**src/rtl/cpu_loader.sv**
```systemverilog
// cpu_loader: boots a cpu from a byte stream, runs it, then dumps data memory.
// Frame (big-endian): NI, NI instr words, ND, ND data words, RUN(32), NR(16).
module cpu_loader #(
    parameter int IMEM_ADDR_W = 9,
    parameter int DMEM_ADDR_W = 10
) (
    input  logic        clk,
    input  logic        rst,
    input  logic [7:0]  in_data,
    input  logic        in_valid,
    output logic        in_ready,
    output logic [7:0]  out_data,
    output logic        out_valid,
    input  logic        out_ready,
    output logic [31:0] imem_addr,
    output logic        imem_wen,
    output logic [31:0] imem_wdata,
    output logic [31:0] dmem_addr,
    output logic        dmem_wen,
    output logic        dmem_ren,
    output logic [31:0] dmem_wdata,
    input  logic [31:0] dmem_rdata,
    output logic        cpu_enable,
    output logic        busy,
    output logic        done,
    output logic        err
);

    localparam logic [31:0] ICAP = 32'd1 << IMEM_ADDR_W;
    localparam logic [31:0] DCAP = 32'd1 << DMEM_ADDR_W;

    typedef enum logic [3:0] {
        S_HDR_I, S_LOAD_I, S_HDR_D, S_LOAD_D, S_HDR_RUN,
        S_HDR_DUMP, S_RUN, S_RD, S_CAP, S_TX, S_DONE
    } state_t;

    state_t      state_q, state_d;
    logic [1:0]  bcnt_q, bcnt_d;
    logic [23:0] sh_q, sh_d;
    logic [15:0] num_q, num_d;
    logic [15:0] k_q, k_d;
    logic [31:0] run_q, run_d;
    logic [15:0] nr_q, nr_d;
    logic [31:0] word_q, word_d;
    logic        iwen_q, iwen_d;
    logic [31:0] iaddr_q, iaddr_d;
    logic [31:0] idata_q, idata_d;
    logic        dwen_q, dwen_d;
    logic [31:0] daddr_q, daddr_d;
    logic [31:0] ddata_q, ddata_d;
    logic        err_q, err_d;

    logic        acc;
    logic [31:0] in_word;
    logic [15:0] in_half;
    logic [15:0] k_inc;

    always_ff @(posedge clk) begin
        if (rst) begin
            state_q <= S_HDR_I;
            bcnt_q  <= '0;
            sh_q    <= '0;
            num_q   <= '0;
            k_q     <= '0;
            run_q   <= '0;
            nr_q    <= '0;
            word_q  <= '0;
            iwen_q  <= 1'b0;
            iaddr_q <= '0;
            idata_q <= '0;
            dwen_q  <= 1'b0;
            daddr_q <= '0;
            ddata_q <= '0;
            err_q   <= 1'b0;
        end else begin
            state_q <= state_d;
            bcnt_q  <= bcnt_d;
            sh_q    <= sh_d;
            num_q   <= num_d;
            k_q     <= k_d;
            run_q   <= run_d;
            nr_q    <= nr_d;
            word_q  <= word_d;
            iwen_q  <= iwen_d;
            iaddr_q <= iaddr_d;
            idata_q <= idata_d;
            dwen_q  <= dwen_d;
            daddr_q <= daddr_d;
            ddata_q <= ddata_d;
            err_q   <= err_d;
        end
    end

    assign acc     = in_valid & in_ready;
    assign in_word = {sh_q, in_data};
    assign in_half = in_word[15:0];
    assign k_inc   = k_q + 16'd1;

    always_comb begin
        state_d = state_q;
        bcnt_d  = bcnt_q;
        sh_d    = sh_q;
        num_d   = num_q;
        k_d     = k_q;
        run_d   = run_q;
        nr_d    = nr_q;
        word_d  = word_q;
        iwen_d  = 1'b0;
        iaddr_d = iaddr_q;
        idata_d = idata_q;
        dwen_d  = 1'b0;
        daddr_d = daddr_q;
        ddata_d = ddata_q;
        err_d   = err_q;
        if (acc) begin
            sh_d   = in_word[23:0];
            bcnt_d = bcnt_q + 2'd1;
        end
        unique case (state_q)
            S_HDR_I: if (acc && bcnt_q == 2'd1) begin
                num_d   = in_half;
                k_d     = '0;
                state_d = (in_half == '0) ? S_HDR_D : S_LOAD_I;
            end
            // Overflowing words are consumed but never written.
            S_LOAD_I: if (acc && bcnt_q == 2'd3) begin
                if ({16'd0, k_q} < ICAP) begin
                    iwen_d  = 1'b1;
                    iaddr_d = {14'd0, k_q, 2'b00};
                    idata_d = in_word;
                end else begin
                    err_d = 1'b1;
                end
                k_d = k_inc;
                if (k_inc == num_q) state_d = S_HDR_D;
            end
            S_HDR_D: if (acc && bcnt_q == 2'd1) begin
                num_d   = in_half;
                k_d     = '0;
                state_d = (in_half == '0) ? S_HDR_RUN : S_LOAD_D;
            end
            S_LOAD_D: if (acc && bcnt_q == 2'd3) begin
                if ({16'd0, k_q} < DCAP) begin
                    dwen_d  = 1'b1;
                    daddr_d = {14'd0, k_q, 2'b00};
                    ddata_d = in_word;
                end else begin
                    err_d = 1'b1;
                end
                k_d = k_inc;
                if (k_inc == num_q) state_d = S_HDR_RUN;
            end
            S_HDR_RUN: if (acc && bcnt_q == 2'd3) begin
                run_d   = in_word;
                state_d = S_HDR_DUMP;
            end
            S_HDR_DUMP: if (acc && bcnt_q == 2'd1) begin
                nr_d = in_half;
                k_d  = '0;
                if (run_q != '0)         state_d = S_RUN;
                else if (in_half != '0)  state_d = S_RD;
                else                     state_d = S_DONE;
            end
            S_RUN: begin
                run_d = run_q - 32'd1;
                if (run_q == 32'd1) state_d = (nr_q != '0) ? S_RD : S_DONE;
            end
            S_RD:  state_d = S_CAP;
            S_CAP: begin
                word_d  = dmem_rdata;
                state_d = S_TX;
            end
            S_TX: if (out_ready) begin
                word_d = {word_q[23:0], 8'h00};
                bcnt_d = bcnt_q + 2'd1;
                if (bcnt_q == 2'd3) begin
                    k_d     = k_inc;
                    state_d = (k_inc == nr_q) ? S_DONE : S_RD;
                end
            end
            S_DONE: ;
            default: state_d = S_HDR_I;
        endcase
        if (state_d != state_q) bcnt_d = '0;
    end

    always_comb begin
        in_ready   = (state_q == S_HDR_I)   || (state_q == S_LOAD_I) ||
                     (state_q == S_HDR_D)   || (state_q == S_LOAD_D) ||
                     (state_q == S_HDR_RUN) || (state_q == S_HDR_DUMP);
        cpu_enable = (state_q == S_RUN);
        dmem_ren   = (state_q == S_RD);
        out_valid  = (state_q == S_TX);
        out_data   = out_valid ? word_q[31:24] : 8'h00;
        dmem_addr  = dmem_ren ? {14'd0, k_q, 2'b00} : daddr_q;
        busy       = (state_q != S_DONE);
        done       = (state_q == S_DONE);
        imem_wen   = iwen_q;
        imem_addr  = iaddr_q;
        imem_wdata = idata_q;
        dmem_wen   = dwen_q;
        dmem_wdata = ddata_q;
        err        = err_q;
    end

endmodule

```
**config.mk**
```make
export PLATFORM = sky130hd
export DESIGN_NAME = cpu_loader
export DESIGN_NICKNAME = d
export VERILOG_FILES = /design/src/rtl/cpu_loader.sv
export SDC_FILE = /design/constraint.sdc
export NUM_CORES = 1
export LEC_CHECK = 0
export BUFFER_PORTS_ARGS = -buffer_cell sky130_fd_sc_hd__buf_2
export CAP_MARGIN = 40
export CORE_MARGIN = 2
export CORE_UTILIZATION = 57
export DETAILED_ROUTE_END_ITERATION = 8
export PLACE_DENSITY = 0.93
export SLEW_MARGIN = 20
export SYNTH_ARGS = -nofsm -noshare
export SYNTH_HDL_FRONTEND = slang
export SYNTH_SLANG_ARGS = --single-unit
export TNS_END_PERCENT = 100
```
**constraint.sdc**
```tcl
create_clock -name clk -period 3.5 [get_ports clk]
set_input_delay 0.35 -clock clk [delete_from_list [all_inputs] [get_ports clk]]
set_output_delay 0.35 -clock clk [all_outputs]
set_load 0.02 [all_outputs]
```
# Word level (Yosys, flattened, before mapping)
# Cells that the tools add are included.
# Widths: inputs -> output; s select.
[word_totals] wordCells=119 mem_count=0 output_inout_bits=145 latch_bits=0 input_bits=44 romBits=0 mem_bits_rw=0 ff_bits=241
[op_classes] div_mod_pow=0 n_mux=39 n_lt_le_gt_ge=2 n_mul=0 n_shift=0 n_bitwise=4 add_sub_neg=3 n_eq_ne=26 n_reduce_logical=30
[ops] operator="$pmux 32 s2" count=2
[ops] operator="$mux 16" count=4
[ops] operator="$mux 32" count=2
[ops] operator="$mux 4" count=15
[ops] operator="$pmux 16 s3" count=1
[ops] operator="$pmux 4 s11" count=1
[ops] operator="$eq 16x16->1" count=2
[ops] operator="$eq 32x1->1 const B" count=1
[ops] operator="$reduce_bool 16->1" count=2
[ops] operator="$reduce_bool 32->1" count=1
[ops] operator="$sub 32x1->32 const B" count=1
[ops] operator="$mux 18" count=1
[ops] operator="$add 16x1->16 const B" count=1
[ops] operator="$eq 4x3->1 const B" count=4
[ops] operator="$logic_not 16->1" count=1
[ops] operator="$lt 16x10->1 const B" count=1
[ops] operator="$lt 16x11->1 const B" count=1
[ops] operator="$eq 4x4->1 const B" count=3
[ops] operator="$ne 2x2->1 const B" count=5
[ops] operator="$reduce_and 5->1" count=2
[ops] operator="$reduce_or 3->1" count=3
[ops] operator="$eq 4x2->1 const B" count=2
[ops] operator="$mux 2" count=4
[ops] operator="$mux 8" count=1
[ops] operator="other kinds (20)" count=43

# Longest topological paths before layout
[depth] word_depth=12 mapped_depth=11 depth_no_buf=10

# Worst setup path before layout
# Ideal clock, no wire load.
[synth_timing] path_type="register -> register" start="reg k_q[0]" end="reg bcnt_q[1]" path_stages_with_launch=12 slack_ns=0.855 arrival_ns=2.523 setup_ns=0.122 t_required_ns=3.378 path_buffers=2 synth_period_minus_slack_ns=2.645 cell_sequence="dfxtp_1 -> ha_1 -> clkbuf_1 -> and4_1 -> buf_2 -> nand4_1 -> nor2_1 -> xor2_1 -> a2111oi_0 -> nand4_1 -> o211ai_1 -> nor3_1"
[synth_between] elab_chain_len=8 elab_cells_between_ends=13 cone_classes="add/sub: 1; eq/ne: 3; mux: 8; reduce/logical: 1"
[synth_rtl] element="start, declared" line="41" text="logic [15:0] k_q, k_d;"
[synth_rtl] element="start signal, assigned" line="80" text="k_q <= k_d;"
[synth_rtl] element="$add 16x1->16 *" line="97" text="assign k_inc = k_q + 16'd1;"
[synth_rtl] element="$eq 16x16->1" line="178" text="state_d = (k_inc == nr_q) ? S_DONE : S_RD;"
[synth_rtl] element="$mux 4" line="178"
[synth_rtl] element="$mux 4" line="176" text="if (bcnt_q == 2'd3) begin"
[synth_rtl] element="$mux 4" line="173" text="S_TX: if (out_ready) begin"
[synth_rtl] element="$pmux 4 s11 *" line="119" text="unique case (state_q)"
[synth_rtl] element="$ne 4x4->1 *" line="184" text="if (state_d != state_q) bcnt_d = '0;"
[synth_rtl] element="$reduce_or 2->1 (no line) *"
[synth_rtl] element="end signal, assigned" line="77" text="bcnt_q <= bcnt_d;"
[synth_rtl] element="end, declared" line="38" text="logic [1:0] bcnt_q, bcnt_d;"
# Mark *: on every way between the ends. The rest lies on a longest branch, timed or not.
# A chain may end at the register's enable or synchronous reset.

# Final worst setup path
# Ends and elaborated chain as after synthesis.

==> metrics.txt <==
# TYPE chip_impl_metric gauge
chip_impl_info{name="status",value="finished, final reports clean"} 1
chip_impl_info{name="synth.top_cells.by_area",value="sky130_fd_sc_hd__dfxtp_1 (42%), sky130_fd_sc_hd__nand2_1 (9.8%), sky130_fd_sc_hd__a21oi_1 (8.2%)"} 1
chip_impl_metric{name="final_hold_viol_count",unit=""} 0
chip_impl_metric{name="dr_total_vias",unit=""} 11320
chip_impl_metric{name="post_synth_num_cell_types",unit=""} 66
chip_impl_metric{name="floorplan.die.width",unit="um"} 145.8
chip_impl_metric{name="total_wirelength_of_the_detailed_routed_design",unit="um"} 34280
chip_impl_metric{name="boundary_pin_count",unit=""} 189
chip_impl_metric{name="postSynthRegisterBits",unit=""} 241
chip_impl_info{name="worst_hold_path_type",value="input port to register"} 1
chip_impl_metric{name="hpwl",unit="um"} 22300
chip_impl_metric{name="num-fill-cells",unit=""} 1519
chip_impl_metric{name="total_drc_errors_in_the_routed_layout",unit=""} 0
chip_impl_metric{name="chipHeight",unit="um"} 145.8
chip_impl_metric{name="final.min_clock_period",unit="ns"} 3.290
chip_impl_metric{name="path_max_fanout",unit=""} 13
chip_impl_metric{name="reg2reg_setup_slack",unit="ns"} 0.21
chip_impl_metric{name="power_density",unit="nW/um^2"} 433.1
chip_impl_metric{name="placement_rows",unit=""} 51
chip_impl_info{name="clock_tree_from_tritoncts",value="done"} 1
chip_impl_info{name="cp_slowest_cell",value="sky130_fd_sc_hd__dfxtp_1"} 1
chip_impl_info{name="critical-path-top-cell-by-count",value="sky130_fd_sc_hd__and4_1"} 1
chip_impl_metric{name="num-nets-final",unit=""} 1614
chip_impl_metric{name="gr-usage-all-layers",unit=""} 0.3083
chip_impl_metric{name="dp.cells",unit=""} 1804
chip_impl_metric{name="vdd_ir_drop_max",unit="V"} 0.0004366
chip_impl_metric{name="worst_slew_pin_slew",unit="ns"} 0.8914
chip_impl_metric{name="final_antenna_net_count",unit=""} 0
chip_impl_metric{name="firstDrtPassIters",unit=""} 6
chip_impl_metric{name="layout-drive-gt1-share",unit=""} 0.1649
chip_impl_metric{name="worst_ep_arrival_time",unit="ns"} 3.72
chip_impl_metric{name="clock_latency_on_the_worst_skew_pair",unit="ns"} 0.52
chip_impl_metric{name="fin_skew",unit="ns"} 0.01388
chip_impl_metric{name="drv_slew",unit=""} 0
chip_impl_metric{name="synth_top_area_share",unit=""} 0.4211
chip_impl_metric{name="setup-tns-final",unit="ns"} 0
chip_impl_info{name="synth_top_flop_cell",value="sky130_fd_sc_hd__dfxtp_1"} 1
chip_impl_metric{name="slowest_delay",unit="ns"} 0.58
chip_impl_metric{name="grt_antenna_before_repair",unit=""} 0
chip_impl_metric{name="htree_levels",unit=""} 1
chip_impl_metric{name="maximum_number_of_pins_on_one_net_before_global_route_repair",unit=""} 86
chip_impl_metric{name="cts_num_sinks",unit=""} 241
chip_impl_metric{name="layout_worst_path_cycle_share",unit=""} 0.9400
chip_impl_metric{name="initial_utilization",unit=""} 0.5849
chip_impl_metric{name="synth_enable_flop_cells",unit=""} 0
chip_impl_metric{name="vias_per_cell",unit=""} 6.124
chip_impl_metric{name="route.detailed.wl_per_inst",unit="um"} 18.55
chip_impl_metric{name="global_route_wire_length_before_repair",unit="um"} 54690
chip_impl_metric{name="synth.yosys.seq_area_share",unit=""} 0.4211
chip_impl_metric{name="static-leakage-power",unit="uW"} 0.005039
chip_impl_info{name="synth_top_area_cell",value="sky130_fd_sc_hd__dfxtp_1"} 1
chip_impl_metric{name="synthesis.area_per_instance",unit="sq um"} 7.810
chip_impl_metric{name="cts_hold_buffers",unit=""} 0
chip_impl_metric{name="clk_pin_slew",unit="ns"} 0.06
chip_impl_metric{name="num_antenna_cells",unit=""} 0
chip_impl_info{name="critical-path-top-delay-family",value="simple AND/OR/NAND/NOR gates"} 1
chip_impl_metric{name="bufs_and_invs_on_worst_path",unit=""} 1
chip_impl_metric{name="post_cts_resized",unit=""} 0
chip_impl_metric{name="setup_viol",unit=""} 0
chip_impl_metric{name="relative_max_transition_margin",unit=""} 0.4045
chip_impl_metric{name="proportion_of_synthesized_flip_flops_having_asynchronous_set_or_reset",unit=""} 0
chip_impl_metric{name="synth_area",unit="sq um"} 11460
chip_impl_metric{name="gp_routability_congestion",unit=""} 0.9747
chip_impl_info{name="startpoint_type",value="register"} 1
chip_impl_metric{name="cp_data_required_time",unit="ns"} 3.93
chip_impl_metric{name="numCtsBuffers",unit=""} 24
chip_impl_metric{name="synthesis.yosys.warnings",unit=""} 0
chip_impl_metric{name="io_buffer_count",unit=""} 156
chip_impl_info{name="worst_path_cell_trace",value="ha_1 -> and4_1 -> and4_1 -> xnor2_1 -> o21ai_0 -> a2111oi_0 -> buf_4 -> nand4_1 -> and3_1 -> nor3_1"} 1
chip_impl_metric{name="floorplan.die_area",unit="sq um"} 21250
chip_impl_info{name="cts_root_buffer_type",value="sky130_fd_sc_hd__clkbuf_16"} 1
chip_impl_metric{name="post_synthesis_instance_total",unit=""} 1467
chip_impl_metric{name="worst_hold_slack",unit="ns"} 0.07626
chip_impl_metric{name="grt_pass1_vias",unit=""} 10490
chip_impl_info{name="endpoint_kind",value="register"} 1
chip_impl_metric{name="core_area",unit="sq um"} 19590
chip_impl_metric{name="grt_remaining_overflow",unit=""} 0
chip_impl_metric{name="pre_cts_slack",unit="ns"} 0.3207
chip_impl_metric{name="layout_setup_ws",unit="ns"} 0.2100
chip_impl_metric{name="timing.max_cap.violations",unit=""} 0
chip_impl_info{name="critical_path_class",value="register to register"} 1
chip_impl_metric{name="fmax",unit="MHz"} 304.0
chip_impl_metric{name="area.growth.synth_to_final",unit="%"} 14.05
chip_impl_metric{name="finish.cell_count_without_fillers",unit=""} 1848
chip_impl_metric{name="total_power",unit="uW"} 5659
chip_impl_metric{name="clock_tree.buffer_depth",unit=""} 3
chip_impl_metric{name="drt_first_iter_violations",unit=""} 1295
chip_impl_info{name="rsz0062_at_grt",value="no"} 1
chip_impl_metric{name="cts_setup_buffers",unit=""} 0
worst min-delay path: cells and delay by family:
kind	cells	cell delay, ns
and+or+nand+nor	1	0.08
buffers and inverters	1	0.07
AOI/OAI and AO/OA	1	0.06
per-layer routing:
| layer | wire, um | part of all wire | up-vias | track usage |
|---|---|---|---|---|
| met5 | 0 | 0 | - | 0 |
| met4 | 1139 | 0.033 | 0 | 0.1157 |
| met3 | 3870 | 0.11 | 92 | 0.06207 |
| met2 | 15280 | 0.45 | 701 | 0.4880 |
| met1 | 13990 | 0.41 | 5280 | 0.4170 |
| li1 | - | - | 5245 | - |
flip-flops by register name (all words and copies together), names as in the netlist:
| register | cells |
|---|---|
| daddr_q | 16 |
| nr_q | 16 |
| bcnt_q | 2 |
| state_q | 4 |
| err | 1 |
| imem_addr | 16 |
| imem_wdata | 32 |
| run_q | 32 |
| dmem_wdata | 32 |
| word_q | 32 |
| k_q | 16 |
| sh_q | 24 |
| dmem_wen | 1 |
| imem_wen | 1 |
| num_q | 16 |
synth_stat cells (3+ instances only):
cell type,n
sky130_fd_sc_hd__a2111oi_0,3
sky130_fd_sc_hd__a211oi_1,30
sky130_fd_sc_hd__a21oi_1,187
sky130_fd_sc_hd__a221oi_1,3
sky130_fd_sc_hd__a222oi_1,3
sky130_fd_sc_hd__a22oi_1,16
sky130_fd_sc_hd__a31oi_1,11
sky130_fd_sc_hd__and2_1,17
sky130_fd_sc_hd__and3_1,21
sky130_fd_sc_hd__and4_1,3
sky130_fd_sc_hd__buf_1,7
sky130_fd_sc_hd__buf_2,9
sky130_fd_sc_hd__buf_4,32
sky130_fd_sc_hd__clkbuf_1,93
sky130_fd_sc_hd__clkbuf_2,7
sky130_fd_sc_hd__dfxtp_1,241
sky130_fd_sc_hd__ha_1,5
sky130_fd_sc_hd__inv_1,15
sky130_fd_sc_hd__mux2_2,17
sky130_fd_sc_hd__mux2i_1,44
sky130_fd_sc_hd__nand2_1,298
sky130_fd_sc_hd__nand2b_1,11
sky130_fd_sc_hd__nand3_1,22
sky130_fd_sc_hd__nand3b_1,8
sky130_fd_sc_hd__nand4_1,16
sky130_fd_sc_hd__nand4b_1,3
sky130_fd_sc_hd__nor2_1,122
sky130_fd_sc_hd__nor2b_1,6
sky130_fd_sc_hd__nor3_1,32
sky130_fd_sc_hd__nor4_1,24
sky130_fd_sc_hd__nor4b_1,3
sky130_fd_sc_hd__o211ai_1,11
sky130_fd_sc_hd__o21a_1,4
sky130_fd_sc_hd__o21ai_0,45
sky130_fd_sc_hd__o221ai_1,3
sky130_fd_sc_hd__o22ai_1,3
sky130_fd_sc_hd__o311ai_0,6
sky130_fd_sc_hd__or2_2,3
sky130_fd_sc_hd__or3_1,11
sky130_fd_sc_hd__or4_1,5
sky130_fd_sc_hd__xnor2_1,25
sky130_fd_sc_hd__xor2_1,12
where the power goes:
part | switching [uW] | internal (uW)
clock | 1090 | 1490
sequential | 39.2 | 2760
combinational | 199 | 74.6
total | 1330 | 4330
cells in the final DEF, fill, tap and decap left out, types with 21 or more instances in the layout:
| master | count |
|---|---|
| sky130_fd_sc_hd__conb_1 | 32 |
| sky130_fd_sc_hd__nand2_1 | 298 |
| sky130_fd_sc_hd__clkbuf_16 | 25 |
| sky130_fd_sc_hd__buf_2 | 155 |
| sky130_fd_sc_hd__a21oi_1 | 187 |
| sky130_fd_sc_hd__dfxtp_1 | 241 |
| sky130_fd_sc_hd__buf_4 | 32 |
| sky130_fd_sc_hd__nor4_1 | 22 |
| sky130_fd_sc_hd__nor3_1 | 32 |
| sky130_fd_sc_hd__nand3_1 | 22 |
| sky130_fd_sc_hd__o21ai_0 | 45 |
| sky130_fd_sc_hd__a211oi_1 | 30 |
| sky130_fd_sc_hd__xnor2_1 | 25 |
| sky130_fd_sc_hd__nor2_1 | 121 |
| sky130_fd_sc_hd__and3_1 | 21 |
| sky130_fd_sc_hd__mux2i_1 | 44 |
cell type report:
class / count / area, sq um / area share
multi-input cells: 1093 / 6013 / 0.4602
well taps: 265 / 331.6 / 0.02537
repair buffers: 189 / 1042 / 0.07976
inverters: 16 / 60.06 / 0.004596
clock inverters: 9 / 82.58 / 0.006319
flip-flops and latches: 241 / 4825 / 0.3692
clock buffers: 35 / 713.2 / 0.05458
stage by stage:
stage / util / instance area (sq um)
6_report: 0.6671 / 13070
5_1_grt: 0.6671 / 13070
4_1_cts: 0.6671 / 13070
3_5_place_dp: 0.6264 / 12270
3_3_place_gp: 0.6257 / 12260
2_1_floorplan: - / 11570
kinds of logic after synthesis:
kind of cell | after synthesis | synth area share
compound gates | 343 | 0.1769
xor+xnor | 38 | 0.03036
fa+ha+maj | 5 | 0.005460
buf+inv | 164 | 0.06596
flops | 241 | 0.4211
mux | 61 | 0.05515
other cells | 1 | 0.0003273
simple gates | 614 | 0.2447
worst paths after layout:
path,start,end,cells after the start
worst max-delay path,k_q[0],bcnt_q[1],10
worst min-delay path,dmem_rdata[6],word_q[6],3
worst min register to register,imem_addr[4],imem_addr[4],2
worst max register to register,k_q[0],bcnt_q[1],10
(Power assumes the default switching activity.)
